===== src/rtl/intersection_controller.sv =====
// Two-approach intersection sequencer: NS main, EW side, pedestrian WALK.
// Ports: clk, rst_n, ped_btn, car_ew in; NS/EW lamps, walk, ped_wait, state_o out.
module intersection_controller #(
  parameter int unsigned GREEN_MIN = 20000000,
  parameter int unsigned GREEN_MAX = 60000000,
  parameter int unsigned YELLOW_T  = 10000000,
  parameter int unsigned ALLRED_T  = 5000000,
  parameter int unsigned WALK_T    = 30000000
) (
  input  logic       clk,
  input  logic       rst_n,
  input  logic       ped_btn,
  input  logic       car_ew,
  output logic       ns_red,
  output logic       ns_yellow,
  output logic       ns_green,
  output logic       ew_red,
  output logic       ew_yellow,
  output logic       ew_green,
  output logic       walk,
  output logic       ped_wait,
  output logic [2:0] state_o
);

  typedef enum logic [2:0] {
    NSG  = 3'd0,
    NSY  = 3'd1,
    AR_A = 3'd2,
    EWG  = 3'd3,
    EWY  = 3'd4,
    AR_B = 3'd5,
    WALK = 3'd6,
    AR_W = 3'd7
  } state_t;

  localparam logic [31:0] GMIN_M1 = 32'(GREEN_MIN - 1);
  localparam logic [31:0] GMAX_M1 = 32'(GREEN_MAX - 1);
  localparam logic [31:0] YEL_M1  = 32'(YELLOW_T - 1);
  localparam logic [31:0] AR_M1   = 32'(ALLRED_T - 1);
  localparam logic [31:0] WALK_M1 = 32'(WALK_T - 1);

  state_t      state;
  state_t      state_n;
  logic [31:0] cnt;
  logic [31:0] cnt_n;
  logic        ped_s1;
  logic        ped_s2;
  logic        ped_q;
  logic        car_s1;
  logic        car_s;
  logic        ped_pending;
  logic        ped_edge;
  logic        demand;
  logic        walk_entry;

  assign ped_edge   = ped_s2 & ~ped_q;
  assign demand     = car_s | ped_pending;
  assign walk_entry = (state_n == WALK) && (state != WALK);
  assign ped_wait   = ped_pending;
  assign state_o    = state;

  always_comb begin
    state_n = state;
    case (state)
      AR_B: if (cnt == AR_M1) state_n = NSG;
      NSG:  if (demand && cnt >= GMIN_M1) state_n = NSY;
      NSY:  if (cnt == YEL_M1) state_n = AR_A;
      AR_A: if (cnt == AR_M1) state_n = ped_pending ? WALK : EWG;
      WALK: if (cnt == WALK_M1) state_n = AR_W;
      AR_W: if (cnt == AR_M1) state_n = car_s ? EWG : NSG;
      // gap-out at minimum, max-out at maximum
      EWG:  if (cnt >= GMIN_M1 && (!car_s || cnt == GMAX_M1))
              state_n = EWY;
      EWY:  if (cnt == YEL_M1) state_n = AR_B;
      default: state_n = AR_B;
    endcase
  end

  always_comb begin
    cnt_n = cnt;
    if (state_n != state)
      cnt_n = '0;
    else if (state == NSG && cnt >= GMIN_M1)
      cnt_n = cnt;
    else if (cnt != '1)
      cnt_n = cnt + 32'd1;
  end

  // Lamps are registered from the next state so they track state exactly.
  always_ff @(posedge clk or negedge rst_n) begin
    if (!rst_n) begin
      state       <= AR_B;
      cnt         <= '0;
      ped_s1      <= 1'b0;
      ped_s2      <= 1'b0;
      ped_q       <= 1'b0;
      car_s1      <= 1'b0;
      car_s       <= 1'b0;
      ped_pending <= 1'b0;
      ns_red      <= 1'b1;
      ns_yellow   <= 1'b0;
      ns_green    <= 1'b0;
      ew_red      <= 1'b1;
      ew_yellow   <= 1'b0;
      ew_green    <= 1'b0;
      walk        <= 1'b0;
    end else begin
      ped_s1 <= ped_btn;
      ped_s2 <= ped_s1;
      ped_q  <= ped_s2;
      car_s1 <= car_ew;
      car_s  <= car_s1;
      state  <= state_n;
      cnt    <= cnt_n;
      // clear on WALK entry beats a coincident press
      if (walk_entry)
        ped_pending <= 1'b0;
      else if (ped_edge && state != WALK)
        ped_pending <= 1'b1;
      ns_green  <= (state_n == NSG);
      ns_yellow <= (state_n == NSY);
      ns_red    <= (state_n != NSG) && (state_n != NSY);
      ew_green  <= (state_n == EWG);
      ew_yellow <= (state_n == EWY);
      ew_red    <= (state_n != EWG) && (state_n != EWY);
      walk      <= (state_n == WALK);
    end
  end

endmodule


===== config.mk =====
export PLATFORM = sky130hd
export DESIGN_NAME = intersection_controller
export DESIGN_NICKNAME = d
export VERILOG_FILES = /design/src/rtl/intersection_controller.sv
export SDC_FILE = /design/constraint.sdc
export NUM_CORES = 1
export LEC_CHECK = 0
export ABC_CLOCK_PERIOD_IN_PS = 3300
export BUFFER_PORTS_ARGS = -buffer_cell sky130_fd_sc_hd__buf_4
export CAP_MARGIN = 10
export CORE_MARGIN = 3
export CORE_UTILIZATION = 60
export DETAILED_ROUTE_END_ITERATION = 8
export GPL_TIMING_DRIVEN = 1
export PLACE_DENSITY = 0.84
export SLEW_MARGIN = 20
export SYNTH_ARGS = -nofsm -noshare
export SYNTH_HDL_FRONTEND = slang
export SYNTH_SLANG_ARGS = --single-unit
export TNS_END_PERCENT = 100

===== constraint.sdc =====
create_clock -name clk -period 3.3 [get_ports clk]
set_input_delay 0 -clock clk [delete_from_list [all_inputs] [get_ports clk]]
set_output_delay 0 -clock clk [all_outputs]
set_load 0.03 [all_outputs]

==> flow_metrics.tcl <==
set metrics [dict create \
    synth_fa_ha_area_share_pct 0.460 \
    synth_compound_area_share_pct 9.33 \
    cts-root-buf "clkbuf_8" \
    fin_tns_setup_ns 0 \
    setup_ws_ns 0.244 \
    syn-num-nets 298 \
    ys_types 52 \
    status "complete, no violations" \
    nets 318 \
    relSlewSlack_pct 52.3 \
    die-width_um 73.3 \
    route.vias.total 2316 \
    synth_xor_area_share_pct 9.66 \
    startpoint_type "flip-flop" \
    ys_ff_latch 48 \
    insertion_delay_ns 0.30 \
    htree_num_levels 2 \
    grt_pass1_wl_mm 10.6 \
    worstSetupPathType "flip-flop to flip-flop" \
    synthSimpleGateAreaFrac_pct 31.3 \
    async_flop_share_pct 100 \
    routedWlPerCell_um 17.5 \
    grt.overflow.total 0 \
    die_h_um 73.3 \
    finalCritPeriodShare_pct 92.6 \
    ys.warnings.count 0 \
    clock_path_buffers 2 \
    synth_top_family_by_area "simple AND/OR/NAND/NOR gates" \
    endpoint_kind "flip-flop" \
    clkSinkCount 48 \
    antenna_cells 0 \
    track_usage_pct 25.5 \
    path_clk_slew_ns 0.08 \
    via_per_inst 6.36 \
    cap_violations 0 \
    cp_common_cell "mux2i_1" \
    cp_cell_sequence "or4_4 -> nor4_2 -> nand4_1 -> mux2i_1 -> nor2_1 -> a211oi_4 -> mux2i_1 -> buf_4 -> nor3_1" \
    finalPower_uw 969 \
    io_pins 15 \
    ir_worst_vdd_uv 264 \
    finalWirelength_mm 6.37 \
    skew_ns 0.00502 \
    muxShareOfSynthArea_pct 1.10 \
    worstPathArrival_ns 3.24 \
    dpl.hpwl_mm 4.66 \
    cts_tree "yes" \
    io_buffers 14 \
    layout-drive-gt1-share_pct 16.6 \
    core-area_um2 4170 \
    mostFrequentLayoutCell "dfrtp_1" \
    yosysSeqAreaShare_pct 44.3 \
    drt-initial-drc-count 236 \
    rsz0062_at_grt "false" \
    p_leak_nw 1.32 \
    syn_to_final_growth_pct 11.0 \
    syn_inst 293 \
    place_ws_ns 0.111 \
    placed_cell_area_um2 2890 \
    dieArea_um2 5380 \
    gp_congestion 0.985 \
    initial_utilization_pct 65.2 \
    grt_max_degree 49 \
    antenna_left 0 \
    numCtsBuffers 5 \
    setup_viol 0 \
    grt_pass1_vias 2176 \
    worst_pin_slew_ns 0.708 \
    final_cell_mix "dfrtp_1, nor2_1, nand2_1, buf_4, xnor2_1" \
    post-route-drc-count 0 \
    finalHoldViolCount 0 \
    critPathMaxStageDelay_ns 0.59 \
    hold_class "primary input to async pin" \
    largest_register_ffs 32 \
    synth_edf_count 0 \
    synthFlopType "dfrtp_1" \
    powerDensity_nw_per_um2 321 \
    dr.pass1.iters 5 \
    synth_area_um2 2720 \
    cp_max_fo 12 \
    worstPathRequired_ns 3.49 \
    whs_ns 0.236 \
    slew_viol_final 0 \
    finalInstanceArea_um2 3020 \
    slowest_stage "or4_4" \
    syn_area_per_cell_um2 9.29 \
    largest_register "cnt" \
    timing.fmax_ghz 0.327 \
    antenna_found_initial 0 \
    finalCriticalPeriod_ns 3.06 \
    num_rows 23 \
]
==> synthesized netlist by cell type, types with 2 or more instances <==
library cell   n  area share (%)
nor4_1         8             1.8
nor3_2        10             3.7
inv_1         12             1.7
buf_2          5            0.92
nand3_1       14             2.6
o2111ai_1      2            0.64
nor2b_1        2            0.46
nor2_1        41             5.7
xor2_1         9             2.9
a31oi_1        6             1.4
a32oi_1        2            0.64
dfstp_2        4             3.9
o21a_1         2            0.55
nor3_1        10             1.8
nand4_1       10             2.3
and2_1         4            0.92
dfrtp_1       44              40
o21ai_0        5            0.92
and3_1         6             1.4
mux2i_1        3             1.1
a21oi_1        7             1.3
or2_2          2            0.46
clkbuf_1       6            0.83
or3_1          4            0.92
nand2_1       23             3.2
nor3b_1        2            0.55
xnor2_1       21             6.8
and4_1         5             1.6
==> final timing paths <==
kind | cells past startpoint | from | slack, ns | end
worst min-delay path | 2 | rst_n | 0.24 | cnt[12]
worst max register to register | 9 | cnt[30] | 0.24 | cnt[1]
max in group asynchronous | 2 | rst_n | 2.68 | state_o[2]
worst min register to register | 0 | ped_s1 | 0.35 | ped_s2
worst max-delay path | 9 | cnt[30] | 0.24 | cnt[1]
min in group clk | 2 | car_ew | 0.35 | car_s1
==> worst max-delay path, delay by kind of cell (launching register included) <==
kind            cells  cell delay [ns]
simple gates        5             1.45
buf+inv             1             0.25
compound gates      1             0.36
flops               1             0.43
mux                 2             0.45
==> report_power, final <==
group | switching (mW) | internal (mW) | total (mW)
sequential | 0.00153 | 0.591 | 0.592
combinational | 0.0120 | 0.00499 | 0.0170
clock | 0.190 | 0.170 | 0.360
total | 0.203 | 0.766 | 0.969
==> what timing repair did <==
| action | in CTS | in global routing |
|---|---|---|
| hold buffers | 3 | 0 |
| hold endpoints to repair | 46 | 0 |
| endpoints found under the setup margin | 0 | 25 |
| gates resized for setup | 0 | 1 |
| buffers inserted | 0 | 0 |
==> kinds of logic after synthesis <==
group                    after synthesis
AO/OA/AOI/OAI                         35
XOR/XNOR                              30
adder cells (fa/ha/maj)                1
buffers and inverters                 24
flip-flops                            48
multiplexers                           3
AND/OR/NAND/NOR                      152
==> metal layers <==
metal	GRT usage, %	share of wire (%)	vias up
li1	-	-	1072
met5	0	0	-
met4	7.65	1.6	0
met2	39.3	45	100
met3	5.88	7.5	12
met1	36.1	46	1132
==> stage by stage <==
step | utilization (%) | std cells
finish | 72.4 | 364
CTS | 72.2 | 364
global placement | 69.3 | 353
global route | 72.4 | 364
floorplan | - | 293
detailed placement | 69.3 | 353
==> cell type report <==
class                   instances  area, um^2
repair buffers                 25         195
inverters                      12        45.0
well taps                      50        62.6
clock inverters                 1        7.51
clock buffers                   7        86.3
multi-input cells             221        1420
flip-flops and latches         48        1210
fillers                       325        1150
Note: power is estimated with default switching activity, not from simulation.
